File: config.mk
export PLATFORM = sky130hd
export DESIGN_NAME = button_pulse_conditioner
export DESIGN_NICKNAME = d
export VERILOG_FILES = /design/src/rtl/button_pulse_conditioner.sv
export SDC_FILE = /design/constraint.sdc
export NUM_CORES = 1
export LEC_CHECK = 0
export BUFFER_PORTS_ARGS = -buffer_cell sky130_fd_sc_hd__buf_2
export CAP_MARGIN = 0
export CORE_AREA = 5 5 83 85
export CTS_CLUSTER_SIZE = 40
export DETAILED_ROUTE_END_ITERATION = 8
export DIE_AREA = 0 0 88 90
export SYNTH_ARGS = -nofsm -noshare
export SYNTH_HDL_FRONTEND = slang
export SYNTH_SLANG_ARGS = --single-unit
File: constraint.sdc
create_clock -name clk -period 1.9 [get_ports clk]
set_clock_uncertainty 0.15 [all_clocks]
set_input_delay 0.38 -clock clk [delete_from_list [all_inputs] [get_ports clk]]
set_output_delay 0.38 -clock clk [all_outputs]
set_load 0.05 [all_outputs]
File: src/rtl/button_pulse_conditioner.sv
// -----------------------------------------------------------------------------
// button_pulse_conditioner
//
// Front-end for the two game push-buttons. Each raw pad is passed through a
// 2-FF synchroniser and a counter-based debouncer. A debounced press becomes
// a single-cycle pulse on btn_higher / btn_lower. The two pulses are mutually
// exclusive, so the game core never sees two requests at once.
//
// Optional build macro: BUTTON_AUTO_REPEAT_EN
//   When defined, a single held button re-pulses every REPEAT_CYCLES cycles.
//   When undefined, each press produces exactly one pulse.
//
// Ports:
//   clk          system clock, rising edge
//   reset_n      asynchronous active-low reset (buttons treated as released)
//   raw_higher   raw asynchronous pad, active high, bouncy
//   raw_lower    raw asynchronous pad, active high, bouncy
//   btn_higher   one-cycle press pulse for "higher"
//   btn_lower    one-cycle press pulse for "lower"
//   held_higher  debounced level of the higher button
//   held_lower   debounced level of the lower button
//   conflict     high while both debounced levels are 1
// -----------------------------------------------------------------------------
module button_pulse_conditioner #(
    parameter int DEBOUNCE_CYCLES = 500_000,
    parameter int CNT_W           = 20,
    parameter int REPEAT_CYCLES   = 10_000_000,
    parameter int REP_W           = 24
) (
    input  logic clk,
    input  logic reset_n,
    input  logic raw_higher,
    input  logic raw_lower,
    output logic btn_higher,
    output logic btn_lower,
    output logic held_higher,
    output logic held_lower,
    output logic conflict
);

    // Reject configurations whose terminal counts do not fit their counters.
    generate
        if (DEBOUNCE_CYCLES < 1 || DEBOUNCE_CYCLES > (2**CNT_W) - 1 ||
            REPEAT_CYCLES < 1 || REPEAT_CYCLES > (2**REP_W) - 1) begin : g_bad_params
            $error("button_pulse_conditioner: counter parameters out of range");
        end
    endgenerate

    localparam logic [CNT_W-1:0] CNT_LAST = CNT_W'(DEBOUNCE_CYCLES - 1);

    // Channel index 0 = higher, 1 = lower.
    logic [1:0] raw_vec;
    logic [1:0] db_vec;    // current debounced levels
    logic [1:0] db_next;   // debounced levels after this edge
    logic [1:0] rise;      // db flips 0->1 at this edge
    logic [1:0] fall;      // db flips 1->0 at this edge

    assign raw_vec = {raw_lower, raw_higher};

    generate
        for (genvar gi = 0; gi < 2; gi++) begin : g_chan
            logic             s1_reg;
            logic             s2_reg;
            logic             db_reg;
            logic [CNT_W-1:0] cnt_reg;
            logic             done;

            // The synchronised level has disagreed with db for the full
            // debounce window; db takes the new level at this edge.
            assign done        = (s2_reg != db_reg) && (cnt_reg == CNT_LAST);
            assign db_vec[gi]  = db_reg;
            assign db_next[gi] = done ? s2_reg : db_reg;
            assign rise[gi]    = done &  s2_reg;
            assign fall[gi]    = done & ~s2_reg;

            always_ff @(posedge clk or negedge reset_n) begin
                if (!reset_n) begin
                    s1_reg  <= 1'b0;
                    s2_reg  <= 1'b0;
                    db_reg  <= 1'b0;
                    cnt_reg <= '0;
                end else begin
                    s1_reg <= raw_vec[gi];
                    s2_reg <= s1_reg;
                    if (s2_reg == db_reg) begin
                        // Agreement (or a bounce back) restarts the window.
                        cnt_reg <= '0;
                    end else if (cnt_reg == CNT_LAST) begin
                        db_reg  <= s2_reg;
                        cnt_reg <= '0;
                    end else begin
                        cnt_reg <= cnt_reg + CNT_W'(1);
                    end
                end
            end
        end
    endgenerate

    // A rise pulses only if the other button is released and not rising at
    // the same edge; this is what keeps the two pulses mutually exclusive.
    logic [1:0] press;
    assign press[0] = rise[0] & ~db_vec[1] & ~rise[1];
    assign press[1] = rise[1] & ~db_vec[0] & ~rise[0];

    logic [1:0] btn_reg;
    logic [1:0] btn_next;
    logic       conflict_reg;

`ifdef BUTTON_AUTO_REPEAT_EN
    localparam logic [REP_W-1:0] REP_LAST = REP_W'(REPEAT_CYCLES - 1);

    logic [REP_W-1:0] rep_reg;
    logic             one_held;
    logic             any_event;
    logic             rep_fire;

    assign one_held  = db_vec[0] ^ db_vec[1];
    assign any_event = (|rise) | (|fall);
    // Any debounce event takes priority over a repeat, so a repeat can never
    // coincide with a fresh press on the other channel.
    assign rep_fire  = one_held & ~conflict_reg & ~any_event & (rep_reg == REP_LAST);

    always_ff @(posedge clk or negedge reset_n) begin
        if (!reset_n) begin
            rep_reg <= '0;
        end else if (any_event || conflict_reg || !one_held) begin
            rep_reg <= '0;
        end else if (rep_reg == REP_LAST) begin
            rep_reg <= '0;
        end else begin
            rep_reg <= rep_reg + REP_W'(1);
        end
    end

    // Only the single held channel has db=1, so masking with db_vec picks it.
    assign btn_next = press | ({2{rep_fire}} & db_vec);
`else
    assign btn_next = press;
`endif

    always_ff @(posedge clk or negedge reset_n) begin
        if (!reset_n) begin
            btn_reg      <= 2'b00;
            conflict_reg <= 1'b0;
        end else begin
            btn_reg      <= btn_next;
            conflict_reg <= db_next[0] & db_next[1];
        end
    end

    assign btn_higher  = btn_reg[0];
    assign btn_lower   = btn_reg[1];
    assign held_higher = db_vec[0];
    assign held_lower  = db_vec[1];
    assign conflict    = conflict_reg;

endmodule

# == After elaboration in Yosys (flattened, before gate mapping) ==
# Cells that the tools add are included.
# op_classes
add_sub_neg,2
eq_ne,6
mux,6
bitwise,13
n_reduce_logical,4
# ops
cell,count
20-bit two-way mux,4
20-bit by 1-bit adder with 20-bit output (second input constant),2
20-bit by 19-bit equality test with 1-bit output (second input constant),2
1-bit AND,7
1-bit inverter,6
2-bit AND reduction,2
1-bit equality test,2
1-bit logical AND,2
1-bit two-way mux,2
1-bit inequality test,2
# word_totals
reg_bits,49

# == Logic depth before layout (Yosys ltp) ==
# logic_depth
ltp_word,5
mapped_depth,7
mapped_depth_nobuf,5

# == Worst setup path before layout ==
# OpenSTA, ideal clock, no wires.
# synth_path
path_type,reg2reg
start,register g_chan[0].cnt_reg[0]
end,register g_chan[0].cnt_reg[18]
setup_ns,0.078
t_arrival_ns,1.851
t_required_ns,1.672
slack_ns,-0.179
stages_incl_launch_ff,6
path_buffers,0
path_cell_list,dfrtp_1 ha_1 nand4_4 or4_4 or4_1 a21oi_1
# synth_via
elab_chain_cells,3
# synth_lines
item,line_no,source
"start, declared",65,logic [CNT_W-1:0] cnt_reg;
"start signal, assigned",92,cnt_reg <= cnt_reg + CNT_W'(1);
20-bit by 1-bit adder with 20-bit output / 20-bit by 19-bit equality test with 1-bit output (equally long branches),"92, 88",
20-bit two-way mux (*),88,end else if (cnt_reg == CNT_LAST) begin
20-bit two-way mux (*),85,if (s2_reg == db_reg) begin
# Every way passes the cells marked *; elsewhere a longest branch is shown, timed or not.
# A chain may end at the register's enable or synchronous reset.

# == Worst setup path in the final report ==
# layout_path
start,register g_chan[0].cnt_reg[9]
end,register g_chan[0].cnt_reg[18]
# Same word-level chain as after synthesis.

==> summary.txt <==
Outcome
  • Status: complete, no violations

Floorplan
  • Initial core utilization: 0.380
  • Core area: 6130 µm²
  • Die W: 88 µm
  • Die ar.: 7920 µm²
  • Die height: 90 µm
  • Core Rows: 29
  • Num ports: 9

Power
  • Worst vdd ir: 0.000254 V
  • Total power: 1.78 mW
  • P_leak: 1.28 nW
  • Power per cell area: 610 nW/µm²

Synth
  • Library cells used by synthesis: 35
  • Avg Cell Area, Syn: 10.1 µm²
  • Number of synthesized register bits: 49
  • Sequential area share after synthesis: 0.527
  • Synth top area share: 0.527
  • Largest area contributor in the netlist: dfrtp_1
  • Top cells by area, synth: dfrtp_1 53%, xnor2_1 5.6%, nor2_1 5.2%, xor2_1 4.5%, nand4_1 3.5%
  • Mapped cell area: 2330 µm²
  • Syn_nets: 236
  • Yosys Warn Count: 0
  • Cell count after synthesis: 230

CTS
  • Clk_lat worst skew: 0.30 ns
  • Reg clk slew, reported paths: 0.09 ns
  • Num CTS Buffers: 5
  • Clk sinks: 49
  • Deepest clock path buffer count: 2
  • Root buf cell: clkbuf_8
  • CTS tree: yes
  • H-tree levels: 2

Drt
  • Routed length per instance: 12.6 µm
  • DRC Markers: 0
  • Post-route ant nets: 0
  • Starting DRT DRC Count: 63
  • WL final: 4.53 mm
  • DR vias: 1,824
  • DR vias/cell: 5.08
  • Initial DRT Pass Iterations: 4

Global route
  • Initial antenna violation count: 0
  • All-layer global routing usage: 0.126
  • Largest net degree at the start of global routing: 50
  • First-pass GRT wire length: 8.11 mm
  • Vias in the first global route: 1,822
  • GR Overflow Total: 0

Worst setup path
  • Worst setup EP type: flip-flop
  • Delay-heaviest family, CP: simple AND/OR/NAND/NOR gates
  • Buffers & Inverters on Critical Path: 0
  • CP max-delay cell: or4_4
  • Crit start category: flip-flop
  • CP peak stage delay: 0.50 ns
  • Critical Path RT: 1.98 ns
  • Setup CP Type: reg -> reg
  • CP Cell Sequence: nand4_1 > or4_4 > or4_1 > a21oi_1
  • CP arrival: 1.95 ns
  • CP Max Fanout: 6

Run
  • Max-Cap Viols: 0

STA
  • Worst-margin pin slew: 0.390 ns
  • Max frequency: 537 MHz
  • Minimum period implied by the final worst setup slack: 1.86 ns
  • RSZ-0062 raised after global routing: true
  • Slew headroom: 0.738
  • Final worst slack: 0.0368 ns
  • Fin. Hold Viols: 0
  • Final setup vio count: 0
  • Pins over their slew limit: 0
  • Fin crit share: 0.981
  • Hold WS: 0.0438 ns

Cells and area
  • Synthesis-to-finish area growth: 25.5%
  • Nets@finish: 288
  • Share of layout cells above drive strength 1: 0.248
  • Ant diodes: 0
  • Final core area utilization: 0.476
  • Max FFs per register: 40
  • Fill count: 571

Placed design
  • Port Buffers: 8
  • Dpl hpwl: 3.33 mm
  • Final GP Congestion: 0.842
  • Pre-CTS WS: -0.00405 ns

Min path
  • Hold crit path type: in -> reg
==> report_power, final <==
part           total, mW  internal (mW)  switching, mW
clock              0.619          0.290          0.329
combinational     0.0941         0.0400         0.0542
sequential          1.07           1.06         0.0115
total               1.78           1.39          0.395
==> path summary, 6_finish.rpt <==
check	endpoint	slack (ns)	depth (start not counted)	start
worst max-delay path	g_chan[0].cnt_reg[18]$_DFF_PN0_	0.04	4	g_chan[0].cnt_reg[9]$_DFF_PN0_
worst min-delay path	g_chan[1].s1_reg$_DFF_PN0_	0.04	1	raw_lower
worst max register to register	g_chan[0].cnt_reg[18]$_DFF_PN0_	0.04	4	g_chan[0].cnt_reg[9]$_DFF_PN0_
worst min register to register	g_chan[0].s2_reg$_DFF_PN0_	0.20	0	g_chan[0].s1_reg$_DFF_PN0_
max in group asynchronous	g_chan[0].cnt_reg[7]$_DFF_PN0_	0.93	3	reset_n
min in group asynchronous	g_chan[0].cnt_reg[4]$_DFF_PN0_	0.44	3	reset_n
==> cell families (layout without fill, tap and decap cells) <==
group,after synthesis,count (layout),synth area share
AND/OR/NAND/NOR,114,114,0.269
adder cells (fa/ha/maj),2,2,0.0107
XOR/XNOR,27,27,0.102
multiplexers,1,1,0.00430
flip-flops,49,49,0.527
buffers and inverters,11,63,0.0193
AO/OA/AOI/OAI,26,26,0.0688
==> cell usage after synthesis (all sizes together) <==
cell type	count
or4b	1
and3	6
dfrtp	49
nand2b	1
xor2	12
o31ai	6
ha	2
o21ai	7
and2	1
nor4b	2
nor4	5
or3	6
nand2	15
xnor2	15
or4	8
nand4bb	1
mux2i	1
a21oi	10
inv	7
o211ai	1
buf	3
nor3	6
a22oi	1
nand3	13
and4	2
nor4bb	1
o21bai	1
nand4	14
nor2	32
clkbuf	1
==> placed cells by master (no fill, tap or decap), types with 2 or more instances in the layout <==
master,netlist,layout
a21oi_1,10,9
and3_1,5,5
and4_1,2,2
buf_2,3,8
buf_4,0,39
clkbuf_8,0,6
dfrtp_1,49,49
inv_1,7,7
nand2_1,15,15
nand3_1,13,13
nand4_1,13,13
nor2_1,32,32
nor3_1,6,6
nor4_1,5,4
nor4b_2,0,2
o21ai_0,6,6
o31ai_1,6,6
or3_1,5,4
or4_1,7,6
or4_4,1,2
xnor2_1,15,15
xor2_1,12,12
==> layer usage <==
metal  global-route usage  share of wire  vias to the layer above
met5                    0              0                        -
met4               0.0537          0.017                        0
met3               0.0192          0.025                        5
met2                0.187           0.46                       18
met1                0.181           0.50                      873
li1                     -              -                      928
==> cell type report <==
class	instances	area, µm²	area share
flip-flops and latches	49	1230	0.420
repair buffers	49	363	0.124
clock buffers	7	86.3	0.0296
multi-input cells	170	1120	0.385
inverters	7	26.3	0.00899
well taps	77	96.3	0.0330
==> repair_timing <==
| action | in CTS | in global routing |
|---|---|---|
| buffers inserted | 1 | 1 |
| resized for setup | 1 | 6 |
| hold endpoints to repair | 49 | 0 |
| endpoints found under the setup margin | 5 | 24 |
| hold buffers | 1 | 0 |
| pin swaps | 0 | 6 |
==> metrics by stage <==
step	instance area (µm²)	cells	TNS [ns]
5_1_grt	2920	359	-0.187
6_report	2920	359	0
4_1_cts	2880	358	0
3_3_place_gp	2770	349	0
2_1_floorplan	2360	230	-0.00335
3_5_place_dp	2770	349	-0.00829
Power figures use the tool's default switching activity.
